**src/rtl/riscv_instr_port_arbiter.sv**
```systemverilog
// -----------------------------------------------------------------------------
// riscv_instr_port_arbiter
//
// Shares one instruction-memory port (req/gnt/rvalid protocol) between two
// requesters: requester 0 is the IF-stage prefetch buffer and requester 1 is
// the debug unit's instruction fetch path. Arbitration is round-robin. A
// request that has been presented but not yet granted is locked to its
// requester until it is granted or withdrawn. Each accepted transaction
// pushes its requester ID into a small FIFO so that every response is routed
// back to the requester that issued it. The grant and response paths are
// purely combinational, so the block adds no cycles.
//
// Ports:
//   clk, rst_n                      clock, synchronous active-low reset
//   m0_req_i/m0_addr_i              requester 0 request and address
//   m0_gnt_o/m0_rvalid_o            requester 0 grant and response valid
//   m1_req_i/m1_addr_i              requester 1 request and address
//   m1_gnt_o/m1_rvalid_o            requester 1 grant and response valid
//   rdata_o                         response data shared by both requesters
//   mem_req_o/mem_addr_o            request toward instruction memory
//   mem_gnt_i                       memory grant
//   mem_rvalid_i/mem_rdata_i        memory response
//   busy_o                          transaction outstanding or request pending
//   err_o                           sticky: response arrived with nothing outstanding
// -----------------------------------------------------------------------------
module riscv_instr_port_arbiter #(
    parameter int ADDR_WIDTH      = 32,
    parameter int RDATA_WIDTH     = 32,
    parameter int MAX_OUTSTANDING = 2
) (
    input  logic                   clk,
    input  logic                   rst_n,

    input  logic                   m0_req_i,
    input  logic [ADDR_WIDTH-1:0]  m0_addr_i,
    output logic                   m0_gnt_o,
    output logic                   m0_rvalid_o,

    input  logic                   m1_req_i,
    input  logic [ADDR_WIDTH-1:0]  m1_addr_i,
    output logic                   m1_gnt_o,
    output logic                   m1_rvalid_o,

    output logic [RDATA_WIDTH-1:0] rdata_o,

    output logic                   mem_req_o,
    output logic [ADDR_WIDTH-1:0]  mem_addr_o,
    input  logic                   mem_gnt_i,
    input  logic                   mem_rvalid_i,
    input  logic [RDATA_WIDTH-1:0] mem_rdata_i,

    output logic                   busy_o,
    output logic                   err_o
);

    localparam int CNT_W = $clog2(MAX_OUTSTANDING + 1);
    localparam int PTR_W = (MAX_OUTSTANDING > 1) ? $clog2(MAX_OUTSTANDING) : 1;
    localparam logic [CNT_W-1:0] CNT_MAX  = CNT_W'(MAX_OUTSTANDING);
    localparam logic [PTR_W-1:0] PTR_LAST = PTR_W'(MAX_OUTSTANDING - 1);

    // Arbitration state
    logic prio_reg, prio_next;
    logic lock_reg, lock_next;
    logic lock_id_reg, lock_id_next;

    // ID FIFO state
    logic [MAX_OUTSTANDING-1:0] id_reg, id_next;
    logic [PTR_W-1:0]           wr_ptr_reg, wr_ptr_next;
    logic [PTR_W-1:0]           rd_ptr_reg, rd_ptr_next;
    logic [CNT_W-1:0]           count_reg, count_next;

    logic err_reg, err_next;

    // Combinational datapath
    logic sel;
    logic sel_req;
    logic full_block;
    logic mem_req;
    logic handshake;
    logic push;
    logic pop;
    logic head;

    // Winner selection: a pending (locked) request keeps the port until it is
    // granted or withdrawn, so the address seen by memory stays stable.
    always_comb begin
        sel = 1'b0;
        if (lock_reg) begin
            sel = lock_id_reg;
        end else if (m0_req_i && m1_req_i) begin
            sel = prio_reg;
        end else if (m1_req_i) begin
            sel = 1'b1;
        end
    end

    assign sel_req = sel ? m1_req_i : m0_req_i;

    // A response arriving this cycle frees a slot that can be reused at once.
    assign full_block = (count_reg == CNT_MAX) && !mem_rvalid_i;
    assign mem_req    = rst_n && sel_req && !full_block;
    assign handshake  = mem_req && mem_gnt_i;
    assign push       = handshake;
    assign pop        = mem_rvalid_i && (count_reg != '0);
    assign head       = id_reg[rd_ptr_reg];

    // Request path
    assign mem_req_o  = mem_req;
    assign mem_addr_o = sel ? m1_addr_i : m0_addr_i;
    assign m0_gnt_o   = handshake && !sel;
    assign m1_gnt_o   = handshake && sel;

    // Response path; pop already excludes spurious responses.
    assign rdata_o     = mem_rdata_i;
    assign m0_rvalid_o = rst_n && pop && !head;
    assign m1_rvalid_o = rst_n && pop && head;

    assign busy_o = (count_reg != '0) || mem_req;
    assign err_o  = err_reg;

    // ID FIFO storage: each entry is written only when the write pointer
    // addresses it during a handshake.
    generate
        for (genvar gi = 0; gi < MAX_OUTSTANDING; gi++) begin : g_id
            assign id_next[gi] = (push && (wr_ptr_reg == PTR_W'(gi))) ? sel : id_reg[gi];
        end
    endgenerate

    always_comb begin
        prio_next    = prio_reg;
        lock_next    = lock_reg;
        lock_id_next = lock_id_reg;
        wr_ptr_next  = wr_ptr_reg;
        rd_ptr_next  = rd_ptr_reg;
        count_next   = count_reg;
        err_next     = err_reg;

        if (handshake) begin
            lock_next = 1'b0;
            prio_next = ~sel;
        end else if (mem_req) begin
            lock_next    = 1'b1;
            lock_id_next = sel;
        end else if (lock_reg && !sel_req) begin
            // Locked requester withdrew (e.g. prefetch flushed on a branch).
            lock_next = 1'b0;
        end

        if (push) begin
            wr_ptr_next = (wr_ptr_reg == PTR_LAST) ? '0 : wr_ptr_reg + 1'b1;
        end
        if (pop) begin
            rd_ptr_next = (rd_ptr_reg == PTR_LAST) ? '0 : rd_ptr_reg + 1'b1;
        end

        if (push && !pop) begin
            count_next = count_reg + 1'b1;
        end else if (!push && pop) begin
            count_next = count_reg - 1'b1;
        end

        if (mem_rvalid_i && (count_reg == '0)) begin
            err_next = 1'b1;
        end
    end

    always_ff @(posedge clk) begin
        if (!rst_n) begin
            prio_reg    <= 1'b0;
            lock_reg    <= 1'b0;
            lock_id_reg <= 1'b0;
            id_reg      <= '0;
            wr_ptr_reg  <= '0;
            rd_ptr_reg  <= '0;
            count_reg   <= '0;
            err_reg     <= 1'b0;
        end else begin
            prio_reg    <= prio_next;
            lock_reg    <= lock_next;
            lock_id_reg <= lock_id_next;
            id_reg      <= id_next;
            wr_ptr_reg  <= wr_ptr_next;
            rd_ptr_reg  <= rd_ptr_next;
            count_reg   <= count_next;
            err_reg     <= err_next;
        end
    end

endmodule

```
**config.mk**
```make
export PLATFORM = sky130hd
export DESIGN_NAME = riscv_instr_port_arbiter
export DESIGN_NICKNAME = d
export VERILOG_FILES = /design/src/rtl/riscv_instr_port_arbiter.sv
export SDC_FILE = /design/constraint.sdc
export NUM_CORES = 1
export LEC_CHECK = 0
export ABC_CLOCK_PERIOD_IN_PS = 2600
export CAP_MARGIN = 20
export CORE_MARGIN = 8
export CORE_UTILIZATION = 24
export CTS_BUF_LIST = sky130_fd_sc_hd__clkbuf_8
export DETAILED_ROUTE_END_ITERATION = 10
export GPL_ROUTABILITY_DRIVEN = 1
export PLACE_DENSITY = 0.84
export SETUP_SLACK_MARGIN = 0.05
export SLEW_MARGIN = 20
export SYNTH_ARGS = -nofsm -noshare
export SYNTH_HDL_FRONTEND = slang
export SYNTH_SLANG_ARGS = --single-unit
```
**constraint.sdc**
```tcl
create_clock -name clk -period 2.6 [get_ports clk]
set_input_delay 0.39 -clock clk [delete_from_list [all_inputs] [get_ports clk]]
set_output_delay 0.39 -clock clk [all_outputs]
set_load 0.01 [all_outputs]
```
==> impl_results.md <==
* Status: finished clean
* Worst Setup Slack post-DPL at -0.0302 ns
* Normalized max-slew margin at 0.638
* Final Routed Wirelength at 4200 um
* H-tree depth at 1
* Effective utilization at floorplan at 0.245
* Maximum number of pins on one net before global-route repair at 24
* Routed via count divided by cell count at 4.39
* Number of nets in the layout at 319
* Arrival time at the worst endpoint at 2.06 ns
* Leakage dissipation at 0.899 nW
* Mux cell area share after synthesis at 0.361
* Largest incremental delay on the critical path at 0.54 ns
* Setup Fix Bufs, Post-CTS at 0
* Final count of pins violating max slew at 0
* Synthesized area at 1140 um2
* Number of buffer cells added on primary ports at 108
* Maximum net fanout on the critical path at 8
* Antenna Cells at 0
* Post-synth top area share at 0.317
* Critical Path Sink Type: primary output
* Cell chosen for the clock root: sky130_fd_sc_hd__clkbuf_8
* Setup violation total in the final timing report at 0
* Distinct cell type count of the synthesized netlist at 25
* Type of the worst setup path: input pin to primary output
* Post-placement cell area at 2130 um2
* Maximum VDD drop at 0.000204 V
* DRC violations left at 0
* Total of hold buffers inserted after clock tree synthesis at 0
* Via count at 1182
* Max Cap Violations at 0
* Flop-to-flop setup slack at 0.54 ns
* Sequential element share of the synthesized area at 0.176
* Power per standard cell area at 417 nW/um2
* CP max-delay cell: sky130_fd_sc_hd__clkdlybuf4s50_1
* Fill cells at 462
* Total of flip-flops plus latches after synthesis at 10
* Initial antenna violation count at 0
* Avg WL per Cell at 15.6 um
* Post-Synth Adder-Cell Area at 0.0110
* Share of layout cells above drive strength 1 at 0.247
* Boundary pin count at 173
* Cell Chain, Critical Path: clkdlybuf4s50_1 > buf_4 > mux2i_1 > a21o_1 > buf_4 > nor2_1 > clkdlybuf4s50_1
* Number of standard cells after synthesis at 127
* Final ANT Viol Nets at 0
* Cell type with the largest total area after synthesis: sky130_fd_sc_hd__mux2_2
* Die boundary width at 84.8 um
* Global-route congestion overflow total at 0
* HPWL after detailed placement at 3630 um
* Main combinational cell family by area after synthesis: multiplexers
* Simple-gate portion of the synthesized area at 0.123
* Initial DRC count at 15
* Cells taking the most area after synthesis: sky130_fd_sc_hd__mux2_2 32%, sky130_fd_sc_hd__buf_4 21%, sky130_fd_sc_hd__dfxtp_1 18%, sky130_fd_sc_hd__mux2i_1 4.4%, sky130_fd_sc_hd__nand2_1 2.3%
* RSZ-0062 raised after global routing: no
* FMAX at 409 MHz
* Count of endpoints failing hold in the final timing report at 0
* Ratio of final minimum period to clock period at 0.940
* Pre-Repair DR Iteration Count at 2
* Num rows at 25
* Slew at the pin closest to its max-slew limit at 0.537 ns
* CTS tree: done
* Clock-pin slew reported for the worst setup and hold paths after clock tree synthesis at 0.05 ns
* Global-route wire length before repair at 6530 um
* Largest buffer count on any clock path at 2
* Die span in y at 84.8 um
* Core ar. at 4630 um2
* Post-route setup slack at 0.155 ns
* Global Route Usage Sum at 0.112
* Gpl congestion at 0.715
* Syn Nets at 230
* Mapped Avg Cell Area at 8.95 um2
* Post-Layout Cell Count at 269
* Summed area of non-filler cells in the final layout at 2160 um2
* Total number of clock tree sinks at 10
* Clock latency reported for the late side of the worst-skew pair at 0.24 ns
* Critical path required time at 2.21 ns
* Synth Area in Compound Gates at 0.0584
* Area Overhead vs Synth at 89.8%
* Element type at the critical path start: input pin
* CTS buffer count at 3
* Time the final worst path needs with I/O delays and setup at 2.45 ns
* Yosys warns at 0
* Number of instances in the placed design at 265
* Classification of the worst-slack hold path: flip-flop to flip-flop
* Post-Synth XOR/XNOR Area at 0.0231
* Die area at 7190 um2
* Clock Skew at 0.00620 ns
* Via count of the first global-routing pass at 1355
-- stage by stage --
stage	util	TNS, ns	hold slack, ns	power, mW
global route	0.466	0	0.478	0.957
finish	0.466	0	0.463	0.899
CTS	0.464	0	0.467	0.908
global placement	0.461	-0.236	0.450	0.732
floorplan	-	0	0.434	0.484
detailed placement	0.461	-0.272	0.460	0.745
-- timing repair --
item                       in CTS  in global routing
setup endpoints to repair      33                  1
pin swaps                       0                  0
gates resized for setup        33                  3
-- placed cells by master, fill, tap and decap left out, types with 2 or more instances in the layout --
cell type and count:
sky130_fd_sc_hd__clkdlybuf4s50_1 74, sky130_fd_sc_hd__dlygate4sd2_1 33, sky130_fd_sc_hd__mux2_2 32, sky130_fd_sc_hd__dfxtp_1 10, sky130_fd_sc_hd__buf_4 10, sky130_fd_sc_hd__nor2_1 6
sky130_fd_sc_hd__nand2_1 6, sky130_fd_sc_hd__mux2i_1 5, sky130_fd_sc_hd__nor3_1 4, sky130_fd_sc_hd__clkbuf_8 4, sky130_fd_sc_hd__nor3b_1 3, sky130_fd_sc_hd__o21ai_0 3
sky130_fd_sc_hd__a21oi_1 3, sky130_fd_sc_hd__xor2_1 3, sky130_fd_sc_hd__inv_1 2, sky130_fd_sc_hd__o21a_1 2, sky130_fd_sc_hd__buf_12 2
-- path summary, 6_finish.rpt --
kind | from | depth (start not counted) | to
setup / recovery | m1_req_i | 7 | mem_req_o
hold / removal | id_reg[0]$_SDFFE_PN0P_ | 2 | id_reg[0]$_SDFFE_PN0P_
setup reg to reg | count_reg[1]$_SDFFE_PN0P_ | 7 | count_reg[1]$_SDFFE_PN0P_
hold reg to reg | id_reg[0]$_SDFFE_PN0P_ | 2 | id_reg[0]$_SDFFE_PN0P_
-- layout make-up --
type | instances | area [um2] | share of cell area
Multi-Input combinational cell | 79 | 668 | 0.310
Timing Repair Buffer | 120 | 1160 | 0.537
Inverter | 2 | 7.51 | 0.00348
Tap cell | 54 | 67.6 | 0.0313
Sequential cell | 10 | 200 | 0.0929
Clock buffer | 4 | 55.1 | 0.0255
-- critical path, delay by kind of cell --
kind | cells | cell delay [ns]
AOI/OAI and AO/OA | 1 | 0.22
buffers and inverters | 4 | 1.30
muxes | 1 | 0.06
and+or+nand+nor | 1 | 0.08
-- cell usage after synthesis --
| cell | instances |
|---|---|
| sky130_fd_sc_hd__a21o_1 | 1 |
| sky130_fd_sc_hd__a21oi_1 | 3 |
| sky130_fd_sc_hd__and2_1 | 1 |
| sky130_fd_sc_hd__buf_2 | 2 |
| sky130_fd_sc_hd__buf_4 | 32 |
| sky130_fd_sc_hd__buf_6 | 2 |
| sky130_fd_sc_hd__dfxtp_1 | 10 |
| sky130_fd_sc_hd__ha_1 | 1 |
| sky130_fd_sc_hd__inv_1 | 2 |
| sky130_fd_sc_hd__mux2_2 | 32 |
| sky130_fd_sc_hd__mux2i_1 | 5 |
| sky130_fd_sc_hd__nand2_1 | 7 |
| sky130_fd_sc_hd__nand2b_1 | 1 |
| sky130_fd_sc_hd__nor2_1 | 7 |
| sky130_fd_sc_hd__nor2b_1 | 1 |
| sky130_fd_sc_hd__nor3_1 | 4 |
| sky130_fd_sc_hd__nor3b_1 | 3 |
| sky130_fd_sc_hd__o21a_1 | 2 |
| sky130_fd_sc_hd__o21ai_0 | 3 |
| sky130_fd_sc_hd__o21ai_1 | 1 |
| sky130_fd_sc_hd__o21ai_2 | 1 |
| sky130_fd_sc_hd__or3_1 | 1 |
| sky130_fd_sc_hd__or3_4 | 1 |
| sky130_fd_sc_hd__or3b_2 | 1 |
| sky130_fd_sc_hd__xor2_1 | 3 |
-- logic make-up (layout without fill, tap and decap cells) --
kind of cell	after synthesis	count (layout)
buf+inv	38	126
xor+xnor	3	3
fa+ha+maj	1	1
flops	10	10
simple gates	27	27
compound gates	11	11
mux	37	37
-- metal layers --
layer / global-route usage / share of wire
met4: 0.0437 / 0.017
met1: 0.109 / 0.37
met2: 0.210 / 0.53
met5: 0 / 0
met3: 0.0400 / 0.086
-- power breakdown --
group / total, mW / internal [mW] / leakage (nW) / switching (mW)
Combinational: 0.489 / 0.304 / 0.789 / 0.186
Sequential: 0.213 / 0.182 / 0.0819 / 0.0305
Clock: 0.197 / 0.133 / 0.0288 / 0.0634
Total: 0.899 / 0.619 / 0.899 / 0.280
Note: power is estimated with default switching activity, not from simulation.
